### config.mk
export PLATFORM = sky130hd
export DESIGN_NAME = fir_interp_dac
export DESIGN_NICKNAME = d
export VERILOG_FILES = /design/src/rtl/fir_interp_dac.sv
export SDC_FILE = /design/constraint.sdc
export NUM_CORES = 2
export LEC_CHECK = 0
export BUFFER_PORTS_ARGS = -buffer_cell sky130_fd_sc_hd__clkbuf_2
export CAP_MARGIN = 25
export CORE_AREA = 2 2 334 336
export CTS_BUF_LIST = sky130_fd_sc_hd__clkbuf_2 sky130_fd_sc_hd__clkbuf_4 sky130_fd_sc_hd__clkbuf_8
export DETAILED_ROUTE_END_ITERATION = 16
export DIE_AREA = 0 0 336 338
export PLACE_DENSITY = 0.54
export SLEW_MARGIN = 20
export SYNTH_ARGS = -nofsm -noshare
export SYNTH_HDL_FRONTEND = slang
export SYNTH_SLANG_ARGS = --single-unit
### constraint.sdc
create_clock -name clk -period 13.6 [get_ports clk]
set_input_delay 2.72 -clock clk [delete_from_list [all_inputs] [get_ports clk]]
set_output_delay 2.72 -clock clk [all_outputs]
set_load 0.01 [all_outputs]
### src/rtl/fir_interp_dac.sv
// Polyphase interpolating FIR for the DAC transmit path: one time-multiplexed MAC,
// L outputs per input sample, runtime-loadable coefficients, valid/ready on both sides.
module fir_interp_dac #(
  parameter int unsigned TAPS   = 32,
  parameter int unsigned L      = 4,
  parameter int unsigned WIDTH  = 14,
  parameter int unsigned COEF_W = 16,
  parameter int unsigned OUT_W  = 14,
  parameter int unsigned SHIFT  = 14,
  localparam int unsigned AW    = $clog2(TAPS)
) (
  input  logic                     clk,
  input  logic                     n_rst,
  input  logic signed [WIDTH-1:0]  din,
  input  logic                     din_valid,
  output logic                     din_ready,
  output logic signed [OUT_W-1:0]  dout,
  output logic                     dout_valid,
  input  logic                     dout_ready,
  input  logic                     coef_we,
  input  logic [AW-1:0]            coef_addr,
  input  logic signed [COEF_W-1:0] coef_wdata,
  output logic                     busy
);

  localparam int unsigned PhaseTaps = TAPS / L;
  localparam int unsigned KWidth    = (PhaseTaps > 1) ? $clog2(PhaseTaps) : 1;
  localparam int unsigned PhWidth   = (L > 1) ? $clog2(L) : 1;
  localparam int unsigned ProdW     = WIDTH + COEF_W;
  localparam int unsigned AccW      = ProdW + $clog2(PhaseTaps);

  localparam logic [KWidth-1:0]  KLast  = KWidth'(PhaseTaps - 1);
  localparam logic [PhWidth-1:0] PhLast = PhWidth'(L - 1);

  localparam logic signed [AccW:0] RoundHalf =
      {{(AccW - SHIFT + 1){1'b0}}, 1'b1, {(SHIFT - 1){1'b0}}};
  localparam logic signed [AccW:0] OutMax = {{(AccW + 2 - OUT_W){1'b0}}, {(OUT_W - 1){1'b1}}};
  localparam logic signed [AccW:0] OutMin = {{(AccW + 2 - OUT_W){1'b1}}, {(OUT_W - 1){1'b0}}};

  typedef enum logic [1:0] {StIdle, StMac, StRound, StOut} state_e;

  state_e                   state_q;
  logic signed [COEF_W-1:0] coef_q [TAPS];
  logic signed [WIDTH-1:0]  hist_q [PhaseTaps];
  logic signed [AccW-1:0]   acc_q;
  logic [KWidth-1:0]        k_q;
  logic [PhWidth-1:0]       phase_q;
  logic signed [OUT_W-1:0]  dout_q;
  logic                     dout_valid_q;

  logic [AW-1:0]            coef_idx;
  logic signed [ProdW-1:0]  prod;
  logic signed [AccW-1:0]   acc_d;
  logic signed [AccW:0]     rnd_sum;
  logic signed [AccW:0]     rnd_shr;
  logic signed [OUT_W-1:0]  sat;

  // Phase p, tap k of the polyphase decomposition uses h[k*L + p].
  assign coef_idx = AW'(k_q * L + phase_q);
  assign prod     = coef_q[coef_idx] * hist_q[k_q];
  assign acc_d    = acc_q + {{(AccW - ProdW){prod[ProdW-1]}}, prod};

  // One guard bit keeps the rounding offset from wrapping a near-full accumulator.
  assign rnd_sum  = {acc_q[AccW-1], acc_q} + RoundHalf;
  assign rnd_shr  = rnd_sum >>> SHIFT;

  always_comb begin
    sat = rnd_shr[OUT_W-1:0];
    if (rnd_shr > OutMax) begin
      sat = OutMax[OUT_W-1:0];
    end else if (rnd_shr < OutMin) begin
      sat = OutMin[OUT_W-1:0];
    end
  end

  always_ff @(posedge clk or negedge n_rst) begin
    if (!n_rst) begin
      state_q      <= StIdle;
      acc_q        <= '0;
      k_q          <= '0;
      phase_q      <= '0;
      dout_q       <= '0;
      dout_valid_q <= 1'b0;
      for (int i = 0; i < int'(TAPS); i++) coef_q[i] <= '0;
      for (int i = 0; i < int'(PhaseTaps); i++) hist_q[i] <= '0;
    end else begin
      unique case (state_q)
        StIdle: begin
          if (coef_we) coef_q[coef_addr] <= coef_wdata;
          if (din_valid) begin
            for (int i = int'(PhaseTaps) - 1; i > 0; i--) hist_q[i] <= hist_q[i-1];
            hist_q[0] <= din;
            phase_q   <= '0;
            k_q       <= '0;
            acc_q     <= '0;
            state_q   <= StMac;
          end
        end
        StMac: begin
          acc_q <= acc_d;
          k_q   <= k_q + 1'b1;
          if (k_q == KLast) state_q <= StRound;
        end
        StRound: begin
          dout_q       <= sat;
          dout_valid_q <= 1'b1;
          state_q      <= StOut;
        end
        StOut: begin
          if (dout_ready) begin
            dout_valid_q <= 1'b0;
            if (phase_q != PhLast) begin
              phase_q <= phase_q + 1'b1;
              k_q     <= '0;
              acc_q   <= '0;
              state_q <= StMac;
            end else begin
              state_q <= StIdle;
            end
          end
        end
        default: state_q <= StIdle;
      endcase
    end
  end

  // Ready is forced low while reset is held, even though the FSM already sits in idle.
  assign din_ready  = (state_q == StIdle) && n_rst;
  assign busy       = (state_q != StIdle);
  assign dout       = dout_q;
  assign dout_valid = dout_valid_q;

endmodule
-- Yosys cells after proc, flatten, opt, wreduce, memory -nomap -nowiden
Index checks and enable logic that the tools add are counted.
W data, S select, Z words.
- $add $sub $neg: 5
- $mul: 1
- $lt $le $gt $ge: 6
- equal/unequal tests: 9
- mux-type cells: 30
- bitwise operators: 3
- reduce and logical (&&, ||, !) cells: 13
- operators by type and width (cell ; count):
    $bwmux W512 ; 1
    $mux W33 ; 3
    $pmux W33 S3 ; 1
    $bmux W16 S5 ; 1
    $demux W16 S5 ; 1
    $mux W14 ; 4
    $mux W16 ; 3
    $bmux W14 S3 ; 1
    $add A33 B15 Y34 const B ; 1
    $add A33 B33 Y33 ; 1
    $mul A16 B14 Y30 ; 1
    $gt A20 B14 Y1 const B ; 1
    $lt A20 B14 Y1 const B ; 1
    $ge A6 B6 Y1 const B ; 2
    $mux W2 ; 6
    $not A5 Y6 ; 2
    $ne A2 B2 Y1 const B ; 5
    $mux W3 ; 3
    $pmux W3 S3 ; 1
    $pmux W2 S4 ; 1
    $reduce_and A4 Y1 ; 2
    $lt A6 B1 Y1 const B ; 1
    $reduce_and A2 Y1 ; 3
    $reduce_bool A2 Y1 ; 3
    15 further kinds ; 18
- bits in registers: 679
- input port bits: 40

-- Depth between registers and ports, before layout
- word-level depth: 8
- depth in mapped cells: 41
- mapped depth without buffers: 37

-- Worst setup path before layout
OpenSTA, ideal clock, no wires.
- path kind: reg2reg
- from: register phase_q[1]
- to: register acc_q[32]
- arrival: 9.779 ns
- slack: 3.741 ns
- cell stages (with the launch flop): 40
- path buffers: 4
- clock period less this slack: 9.859 ns
- path through: dfrtp_1 buf_1 clkbuf_1 clkbuf_1 mux4_2 mux4_2 mux2i_1 nor2_1 fa_1 inv_1 fa_1 inv_1 fa_1 fa_1 fa_1 inv_1 fa_1 inv_1 [... 4 more ...] a21o_1 a31o_2 o311ai_1 a21oi_1 o21a_1 o21a_1 nor2_1 xnor2_1 ha_1 a21o_1 a21o_1 a21oi_1 o211ai_1 o31ai_1 o21ai_0 o21ai_1 or4b_1 o211ai_2
- longest elaborated chain between the ends: 8
- elaborated cells on any way between the ends: 11
- those cells by class: add/sub: 2; mul: 1; eq/ne: 2; mux: 4; bitwise: 1; reduce/logical: 1
- RTL lines (item ; line ; source):
    from (decl) ; 47 ; logic [PhWidth-1:0] phase_q;
    from (signal assigned) ; 113 ; phase_q <= phase_q + 1'b1;
    $add A5 B2 Y5 ; 59 ; assign coef_idx = AW'(k_q * L + phase_q);
    $not A5 Y6 (implied by the code) ; 60 ; assign prod = coef_q[coef_idx] * hist_q[k_q];
    $bmux W16 S5 ; 60 ;
    $mux W16 (implied by the code) (2 in series) ; 60 ;
    $mul A16 B14 Y30 ; 60 ;
    $add A33 B33 Y33 ; 61 ; assign acc_d = acc_q + {{(AccW - ProdW){prod[ProdW-1]}}, prod};
    $pmux W33 S3 ; 87 ; unique case (state_q)
    to (signal assigned) ; 79 ; acc_q <= '0;
    to (signal assigned) ; 95 ; acc_q <= '0;
    to (signal assigned) ; 100 ; acc_q <= acc_d;
    to (decl) ; 45 ; logic signed [AccW-1:0] acc_q;
Several ways; a longest one is shown, not always the timed one. The select of a mux whose other input is x is not followed.
A chain may end at the register's enable or synchronous reset.

-- Final worst setup path
- from: register phase_q[0]
- to: register acc_q[32]
Same word-level chain as after synthesis.

==> summary.md <==
| Metric | Value |
|---|---|
| CP max stage delay | `0.87 ns` |
| Commonest cells after routing, fill and taps aside | `dfrtp_1 (674), mux2_2 (640), inv_1 (296), fa_1 (220), mux4_2 (188)` |
| Clk_lat worst skew | `0.81 ns` |
| Fin. max-slew vios | `0` |
| Syn Inst Count | `3075` |
| CP Class | `reg -> reg` |
| Critical Path Sink Type | `flip-flop` |
| CTS tree | `built` |
| Crit Path Max Fanout | `32` |
| Endpoints failing setup | `0` |
| Crit path DAT | `11.84 ns` |
| Syn Nets | `3448` |
| Nets | `3498` |
| Largest net degree at the start of global routing | `82` |
| Clock Sinks | `679` |
| Initial antenna violation count | `3` |
| Seq/Total Area, Yosys | `42.1%` |
| CTS Buf Count | `118` |
| Slew headroom | `30.6%` |
| Die footprint | `114000 sq um` |
| Resize count post-CTS | `0` |
| Fmax | `89.9 MHz` |
| H-tree levels | `3` |
| Area of the multi-input gates | `21700 sq um` |
| Worst setup SP type | `flip-flop` |
| Worst Clk Skew | `0.0562 ns` |
| Post-synth top flop | `dfrtp_1` |
| Core Area | `110000 sq um` |
| Port bufs | `56` |
| Final Wtd Congestion | `0.829` |
| Die X | `336 um` |
| Distinct cells, synth | `60` |
| Detailed Routing Iterations Pass 1 | `4` |
| Endpoints failing hold | `0` |
| Starting density of the core | `36.7%` |
| Hold Crit Class | `reg -> reg` |
| Max-Cap Viols | `0` |
| DP Wirelength | `64.6 mm` |
| Final ANT Viol Nets | `0` |
| Syn. warnings | `0` |
| GRT Total Usage | `18.1%` |
| Setup TNS | `0 ns` |
| CTS Hold Bufs | `0` |
| Fillcell total | `10.3k` |
| Reg clk slew, reported paths | `0.06 ns` |
| DRC errors left | `0` |
| Vias in the first global route | `26.0k` |
| CTS root buffer | `clkbuf_8` |
| Status | `completed` |
| DR iter-0 viols | `1270` |
| Post-layout min period | `11.13 ns` |
| Syn Std Cell Area | `40400 sq um` |
| Gr ovfl total | `0` |
| Final period utilization | `81.8%` |
| Number of synthesized register bits | `679` |
| RSZ-0062 raised after global routing | `false` |
| # IOs | `57` |
| Req. time, crit path | `14.31 ns` |
| Most common cell after layout, fill and taps aside | `dfrtp_1` |
| Post-Route WL | `99.2 mm` |
| CP max stage cell | `dfrtp_4` |
| Sequential cell area | `17000 sq um` |
| Die height | `338 um` |
| Clock Tree Buf Depth | `3` |
| Vias/cell | `5.08` |
| Asr flop ratio synth | `100%` |
| Worst-margin pin slew | `1.04 ns` |
| FP Rows | `122` |
| Share of layout cells above drive strength 1 | `37.4%` |
| Vias | `24.0k` |
| Layout area overhead | `12.0%` |
| Avg WL per Cell | `21.1 um` |
| Global-route wire length before repair | `157 mm` |
| Number of synthesized flops with an enable pin | `0` |
| Setup Buffers After CTS | `0` |
| Avg Inst Size Synth | `13.1 sq um` |
cells by family (layout without fill, tap and decap cells):
family / count (synthesis) / in the layout / share of synthesized area (%)
AND/OR/NAND/NOR: 429 / 429 / 4.74
multiplexers: 854 / 854 / 29.0
XOR/XNOR: 75 / 75 / 1.63
adder cells (fa/ha/maj): 333 / 333 / 14.4
flip-flops: 679 / 679 / 42.1
AO/OA/AOI/OAI: 225 / 225 / 3.59
buffers and inverters: 480 / 624 / 4.56
other: 0 / 3 / 0
flip-flops by register name, summed over array words and instances (netlist names):
| name | count |
|---|---|
| k_q | 3 |
| dout | 14 |
| phase_q | 2 |
| acc_q | 33 |
| coef_q | 512 |
| dout_valid | 1 |
| state_q | 2 |
| hist_q | 112 |
synth_stat cells (18+ instances only):
master | count | area, sq um
a21oi_1 | 55 | 275
nand2b_1 | 31 | 194
nand3_1 | 18 | 90.1
nand2_1 | 138 | 518
clkbuf_1 | 151 | 567
fa_1 | 220 | 4400
inv_1 | 296 | 1110
o21ai_0 | 60 | 300
xor2_1 | 29 | 254
mux4_2 | 188 | 4230
dfrtp_1 | 679 | 17000
ha_1 | 113 | 1410
o21a_1 | 20 | 150
nor2_1 | 170 | 638
a21o_1 | 21 | 158
xnor2_1 | 46 | 403
mux2_2 | 640 | 7210
mux2i_1 | 24 | 240
per-layer routing:
metal  wire, um  GRT usage (%)
met1      45200           24.4
met5         30              0
met2      47700           29.8
met3       3780           2.97
met4       2480           5.76
through the flow:
step | hold WS, ns | util, % | cell area [sq um] | cells | worst slack [ns]
final | 0.474 | 41.1 | 45200 | 4710 | 2.47
after global placement | 0.462 | 38.6 | 42400 | 4492 | 2.51
after global routing | 0.500 | 41.1 | 45200 | 4708 | 1.62
after CTS | 0.482 | 41.1 | 45200 | 4706 | 2.37
after detailed placement | 0.468 | 38.6 | 42400 | 4492 | 2.41
after floorplan | 0.456 | - | 40400 | 3075 | 3.74
worst paths after layout:
| path | slack, ns | cells past startpoint | from | to |
|---|---|---|---|---|
| min in group asynchronous | 1.80 | 1 | n_rst | acc_q[11] |
| min reg2reg | 0.47 | 1 | dout[12] | dout[12] |
| max reg2reg | 2.47 | 37 | phase_q[0] | acc_q[32] |
| min | 0.47 | 1 | dout[12] | dout[12] |
| max | 2.47 | 37 | phase_q[0] | acc_q[32] |
| max in group asynchronous | 8.59 | 5 | n_rst | coef_q[138] |
area by class of cell:
class,instances,area share (%)
diodes,3,0.0166
well taps,1488,4.12
inverters,296,2.46
flip-flops and latches,679,37.6
repair buffers,114,1.72
clock buffers,192,5.30
clock inverters,22,0.810
multi-input cells,1916,48.0
critical path, delay by kind of cell (launching register included):
kind / cells / cell delay [ns]
adders and majority gates: 8 / 3.77
DFF: 1 / 0.87
AOI/OAI and AO/OA: 13 / 2.16
xor gates and xnor gates: 1 / 0.14
muxes: 3 / 1.79
buffers and inverters: 7 / 0.93
and+or+nand+nor: 5 / 1.33
Power is not shown: default switching activity piles up to over one toggle a cycle in this logic, so the estimate is an artifact.
